$ cat config.mk
export PLATFORM = sky130hd
export DESIGN_NAME = mem_requester
export DESIGN_NICKNAME = d
export VERILOG_FILES = /design/src/rtl/mem_requester.sv
export SDC_FILE = /design/constraint.sdc
export NUM_CORES = 1
export LEC_CHECK = 0
export CORE_ASPECT_RATIO = 0.7
export CORE_UTILIZATION = 47
export DETAILED_ROUTE_END_ITERATION = 8
export PLACE_DENSITY = 0.81
export REMOVE_ABC_BUFFERS = 1
export SYNTH_ARGS = -nofsm -noshare
export SYNTH_HDL_FRONTEND = slang
export SYNTH_SLANG_ARGS = --single-unit
$ cat constraint.sdc
create_clock -name i_clk -period 2.45 [get_ports i_clk]
set_clock_uncertainty 0.2 [all_clocks]
set_input_delay 0.245 -clock i_clk [delete_from_list [all_inputs] [get_ports i_clk]]
set_output_delay 0.245 -clock i_clk [all_outputs]
set_load 0.01 [all_outputs]
$ cat src/rtl/mem_requester.sv
// rtl/mem_requester.sv - byte-wise RAM request/ready initiator for 8/16-bit CPU accesses
// 16-bit accesses run as two little-endian byte phases, each guarded by a timeout watchdog.
module mem_requester #(
  parameter int ADDR_WIDTH = 16,
  parameter int TIMEOUT    = 64
) (
  input  logic                  i_clk,
  input  logic                  i_rst,
  input  logic                  i_cpu_start,
  input  logic                  i_cpu_we,
  input  logic                  i_cpu_wide,
  input  logic [ADDR_WIDTH-1:0] i_cpu_addr,
  input  logic [15:0]           i_cpu_wdata,
  output logic                  o_cpu_busy,
  output logic                  o_cpu_done,
  output logic                  o_cpu_err,
  output logic [15:0]           o_cpu_rdata,
  output logic                  o_ram_req_rdwr,
  output logic                  o_ram_we,
  output logic [ADDR_WIDTH-1:0] o_ram_addr,
  output logic [7:0]            o_ram_data_in,
  input  logic [7:0]            i_ram_data_out,
  input  logic                  i_ram_data_ready
);

  localparam int TW = (TIMEOUT > 2) ? $clog2(TIMEOUT) : 1;

  typedef enum logic [2:0] {
    S_IDLE,
    S_REQ_LO,
    S_GAP,
    S_REQ_HI,
    S_DONE,
    S_ERR
  } state_t;

  state_t          r_state;
  state_t          w_state_nxt;
  logic            r_wide;
  logic [7:0]      r_wdata_hi;
  logic [TW-1:0]   r_timer;
  logic            w_timeout;

  assign w_timeout = (r_timer == TW'(TIMEOUT - 1));

  always_ff @(posedge i_clk or posedge i_rst) begin
    if (i_rst) r_state <= S_IDLE;
    else       r_state <= w_state_nxt;
  end

  always_comb begin
    w_state_nxt = r_state;
    case (r_state)
      S_IDLE:   if (i_cpu_start) w_state_nxt = S_REQ_LO;
      S_REQ_LO: begin
        if (i_ram_data_ready) w_state_nxt = r_wide ? S_GAP : S_DONE;
        else if (w_timeout)   w_state_nxt = S_ERR;
      end
      S_GAP:    w_state_nxt = S_REQ_HI;
      S_REQ_HI: begin
        if (i_ram_data_ready) w_state_nxt = S_DONE;
        else if (w_timeout)   w_state_nxt = S_ERR;
      end
      S_DONE:   w_state_nxt = S_IDLE;
      S_ERR:    w_state_nxt = S_IDLE;
      default:  w_state_nxt = S_IDLE;
    endcase
  end

  // Handshake outputs are registered copies of the state being entered.
  always_ff @(posedge i_clk or posedge i_rst) begin
    if (i_rst) begin
      o_cpu_busy     <= 1'b0;
      o_cpu_done     <= 1'b0;
      o_cpu_err      <= 1'b0;
      o_cpu_rdata    <= '0;
      o_ram_req_rdwr <= 1'b0;
      o_ram_we       <= 1'b0;
      o_ram_addr     <= '0;
      o_ram_data_in  <= '0;
      r_wide         <= 1'b0;
      r_wdata_hi     <= '0;
      r_timer        <= '0;
    end else begin
      o_cpu_busy     <= (w_state_nxt != S_IDLE);
      o_cpu_done     <= (w_state_nxt == S_DONE) || (w_state_nxt == S_ERR);
      o_cpu_err      <= (w_state_nxt == S_ERR);
      o_ram_req_rdwr <= (w_state_nxt == S_REQ_LO) || (w_state_nxt == S_REQ_HI);
      case (r_state)
        S_IDLE: begin
          if (i_cpu_start) begin
            o_ram_we      <= i_cpu_we;
            o_ram_addr    <= i_cpu_addr;
            o_ram_data_in <= i_cpu_wdata[7:0];
            r_wide        <= i_cpu_wide;
            r_wdata_hi    <= i_cpu_wdata[15:8];
            r_timer       <= '0;
          end
        end
        S_REQ_LO: begin
          r_timer <= r_timer + 1'b1;
          if (i_ram_data_ready && !o_ram_we) begin
            o_cpu_rdata[7:0] <= i_ram_data_out;
            if (!r_wide) o_cpu_rdata[15:8] <= 8'h00;
          end
        end
        S_GAP: begin
          o_ram_addr    <= o_ram_addr + 1'b1;
          o_ram_data_in <= r_wdata_hi;
          r_timer       <= '0;
        end
        S_REQ_HI: begin
          r_timer <= r_timer + 1'b1;
          if (i_ram_data_ready && !o_ram_we) o_cpu_rdata[15:8] <= i_ram_data_out;
        end
        default: ;
      endcase
    end
  end

endmodule

After elaboration in Yosys (flattened, before gate mapping)
Index checks and enable logic that the tools add are counted.

word-level totals
  logic and storage cells = 58
  input port bits = 46
  output and inout port bits = 45
  bits in registers = 63

cells by class
  eq/ne operators = 12
  add/subtract/negate cells = 2
  mux-type cells = 16
  reduce and logical (&&, ||, !) cells = 15

operators with widths
  cell                                                                    count
  16-bit two-way mux                                                      2
  16-bit case mux with 2 select lines                                     1
  8-bit case mux with 2 select lines                                      2
  8-bit two-way mux                                                       3
  6-bit case mux with 3 select lines                                      1
  16-bit by 1-bit adder with 16-bit output (second input constant)        1
  3-bit two-way mux                                                       5
  3-bit case mux with 4 select lines                                      1
  3-bit by 2-bit equality test with 1-bit output (second input constant)  3
  2-bit inequality test (second input constant)                           4
  2-bit AND reduction                                                     4
  6-bit by 1-bit adder with 6-bit output (second input constant)          1
  3-bit by 1-bit equality test with 1-bit output (second input constant)  2
  3-bit equality test (second input constant)                             2
  6-bit equality test (second input constant)                             1
  6-bit two-way mux                                                       1
  3-bit nonzero test                                                      2
  4-bit AND reduction                                                     1
  2-bit nonzero test                                                      2
  3-bit logical NOT                                                       1
  1-bit logical OR                                                        2
  2-bit OR reduction                                                      1
  1-bit logical AND                                                       1
  1-bit logical NOT                                                       1

Depth between registers and ports, before layout
  word-level depth = 6
  mapped depth = 6
  depth with buffers taken out = 5

Least setup slack after synthesis
No wires, ideal clock.

  path kind = register to register
  from = reg o_ram_addr[0]
  to = reg o_ram_addr[14]
  path buffers = 0
  path slack = 447 ps
  data required time = 2,180 ps
  library setup time = 70 ps
  period minus slack after synthesis = 2,003 ps
  cell stages (with the launch flop) = 6
  arrival time = 1,733 ps
  path through = dfrtp_1 > ha_1 > nand2_1 > or4_4 > or3_1 > nand3_1

on the way
  cells in the longest elaborated chain, start to end = 2

ends and longest elaborated chain
  item                                      RTL line  RTL
  start, declared                           20        output logic [ADDR_WIDTH-1:0] o_ram_addr,
  start signal, assigned                    93        o_ram_addr <= i_cpu_addr;
  start signal, assigned                    108       o_ram_addr <= o_ram_addr + 1'b1;
  16-bit by 1-bit adder with 16-bit output  108
  16-bit case mux with 2 select lines       89        case (r_state)

No other way between the ends.
A chain may end at the register's enable or synchronous reset.

Worst setup path in the final report
Same ends and word-level chain as after synthesis.

==> impl_metrics.json <==
{
  "antenna_found_initial": 0,
  "grt.overflow.total": 0,
  "grt_setup_unrepaired": "no",
  "drv_slew": 0,
  "cts_sinks": 63,
  "setup_viol": 0,
  "setup-tns-final_ns": 0,
  "dpl_worst_slack_ns": 0.306,
  "postSynthAreaPerCell_um2": 10.1,
  "reg2regPathDepth": 5,
  "grt_util_met2": 0.372,
  "ios": 91,
  "worstMarginPinSlew_ns": 0.534,
  "drive_gt1_frac": 0.126,
  "cp_max_fo": 7,
  "arrival_ns": 2.19,
  "met3_usage": 0.100,
  "cpPeakStageDelay_ns": 0.58,
  "dieArea_um2": 6540,
  "dp_hpwl_um": 5100,
  "maxCapViolCount": 0,
  "final_area_um2": 4180,
  "synth-edff-count": 0,
  "final_nets": 432,
  "grt_use_total": 0.249,
  "slew_headroom": 0.643,
  "grt.busiest_layer": "met2",
  "ant_nets": 0,
  "cp.required_ns": 2.52,
  "cts_tree": "built",
  "fin_crit_sh": 0.865,
  "stdcell_count": 464,
  "hold_buffers": 0,
  "power_density_nw_per_um2": 1220,
  "firstDrtPassIters": 4,
  "synth-main-ff-cell": "dfrtp_1",
  "grt_pass1_wl_um": 12000,
  "path_cells": "ha_1 > nand2_1 > or4_4 > or3_1 > nand3_1",
  "grt_max_degree": 64,
  "leakagePower_uw": 0.00181,
  "grt_util_met1": 0.341,
  "cts_buffer_depth": 2,
  "outcome": "complete, no violations",
  "gp_congestion": 0.817,
  "cts_buffers": 9,
  "portBuffers": 90,
  "grt_pass1_vias": 2481,
  "ir_drop_mv": 0.579,
  "cts_max_level": 3,
  "cts_resized": 0,
  "syn_area_um2": 2920,
  "drt_iter0_markers": 192,
  "clk_latency_ns": 0.34,
  "core_region_area_um2": 5870,
  "diodes": 0,
  "fin_ws_ns": 0.330,
  "seq_area_frac_synth": 0.540,
  "start_util": 0.498,
  "viasPerCell": 5.57,
  "yosysUniqueCellTypes": 47,
  "power_uw": 5100,
  "die_height_um": 68.0,
  "postCtsSetupBuffers": 0,
  "final.fill_count": 455,
  "hp-class": "input port to asynchronous set/reset pin",
  "die_x_um": 96.2,
  "r2r_start": "o_ram_addr[0]$_DFFE_PP0P_",
  "drc": 0,
  "min_period_ns": 2.12,
  "fmax_ghz": 0.472,
  "crit_slowest_cell": "or4_4",
  "start_kind": "flop",
  "clk_pin_slew_worst_paths_ns": 0.07,
  "path_class": "flop to flop",
  "async_flop_share": 1.00,
  "netlist_instances": 288,
  "dp_cells": 448,
  "areaGrowthSynthToFinish_pct": 43.1,
  "wl_per_cell_um": 15.8,
  "vias": 2586,
  "ys.warnings.count": 0,
  "critPathCaptureType": "flop",
  "final_hold_viol_count": 0,
  "synth_seq_cells": 63,
  "rows": 23,
  "dpl_cell_area_um2": 3960,
  "totalWireLength_um": 7350,
  "startpoint": "o_ram_addr[0]$_DFFE_PP0P_",
  "root_buffer": "clkbuf_8"
}
cell usage in the layout, fill, tap and decap left out, drive strengths merged, types with 2 or more instances in the layout:
cell | synthesis | routed
nor2 | 36 | 36
a311oi | 3 | 3
nand4 | 3 | 3
inv | 3 | 3
a21o | 2 | 2
or4 | 2 | 2
buf | 5 | 9
mux2 | 16 | 16
o22ai | 9 | 9
nor4 | 6 | 6
o21ai | 7 | 7
a211oi | 2 | 2
ha | 2 | 2
clkbuf | 9 | 13
a22oi | 2 | 2
nand2 | 50 | 50
nor3 | 7 | 7
a21oi | 6 | 6
xnor2 | 4 | 4
o311ai | 4 | 4
o41ai | 2 | 2
o211ai | 5 | 5
nor3b | 2 | 2
clkdlybuf4s50 | 0 | 90
and3 | 10 | 10
nand2b | 3 | 3
nand3 | 12 | 12
dfrtp | 63 | 63
bufinv | 0 | 2
critical path: cells and delay by family, from the launching register on:
kind / cells / cell delay, ns
fa+ha+maj: 1 / 0.25
flops: 1 / 0.46
simple gates: 4 / 1.15
logic make-up (layout without fill, tap and decap cells):
family,count (synthesis),in the layout,synth area share
muxes,16,16,0.0617
buffers and inverters,17,118,0.0244
adders and majority gates,2,2,0.00856
and+or+nand+nor,139,139,0.242
AOI/OAI and AO/OA,47,47,0.112
DFF,63,63,0.540
xor gates and xnor gates,4,4,0.0120
cell usage after synthesis (2+ instances only):
master	number	share of area
nor4_1	5	0.011
nor2_1	36	0.046
and3_1	10	0.021
a21o_1	2	0.0051
nand4_1	2	0.0043
a22oi_1	2	0.0051
o311ai_0	3	0.0090
nand2b_1	3	0.0064
o21ai_0	7	0.012
buf_2	5	0.0086
o41ai_1	2	0.0060
o22ai_1	9	0.019
nor3_1	7	0.012
inv_1	3	0.0039
a211oi_1	2	0.0051
clkbuf_1	8	0.010
ha_1	2	0.0086
nand3_1	12	0.021
o211ai_1	5	0.013
xnor2_1	4	0.012
mux2_2	16	0.062
a311oi_1	3	0.0090
dfrtp_1	63	0.54
nand2_1	49	0.063
a21oi_1	6	0.010
sequential cells by signal (all words and copies together) (netlist names):
signal          cells
o_cpu_busy          1
o_ram_addr         16
r_wdata_hi          8
r_state             3
o_ram_req_rdwr      1
o_cpu_rdata        16
r_timer             6
o_cpu_err           1
o_cpu_done          1
o_ram_data_in       8
r_wide              1
o_ram_we            1
where the power goes:
part	switching [uW]	internal [uW]	leakage, uW
clock network	394	628	0.000114
registers	440	1470	0.000774
logic	1020	1140	0.000923
total	1850	3250	0.00181
metrics by stage:
step            util  hold WS, ns
3_3_place_gp   0.674        0.258
3_5_place_dp   0.674        0.264
5_1_grt        0.712        0.142
4_1_cts        0.712        0.112
2_1_floorplan      -        0.150
6_report       0.712       0.0804
final cells by class:
| type | instances | area (um^2) | area share |
|---|---|---|---|
| timing repair buffer | 99 | 993 | 0.238 |
| multi-input combinational | 208 | 1280 | 0.307 |
| inverter | 3 | 11.3 | 0.00269 |
| sequential | 63 | 1580 | 0.377 |
| clock buffer | 13 | 159 | 0.0380 |
| clock inverter | 3 | 65.1 | 0.0156 |
| tap | 75 | 93.8 | 0.0224 |
path summary, 6_finish.rpt:
path,to,slack [ns]
min in group i_clk,r_wdata_hi[5]$_DFFE_PP0P_,0.23
hold reg to reg,r_wdata_hi[6]$_DFFE_PP0P_,0.28
setup reg to reg,o_ram_addr[14]$_DFFE_PP0P_,0.33
max in group asynchronous,o_ram_addr[13]$_DFFE_PP0P_,1.66
hold / removal,o_ram_data_in[1]$_DFFE_PP0P_,0.08
setup / recovery,o_ram_addr[14]$_DFFE_PP0P_,0.33
metal layers:
layer	up-vias	part of all wire
met5	-	0
met4	0	0.0049
met3	5	0.088
met2	95	0.45
met1	1255	0.46
li1	1231	-
No activity file was read; power rests on OpenSTA's default activity.
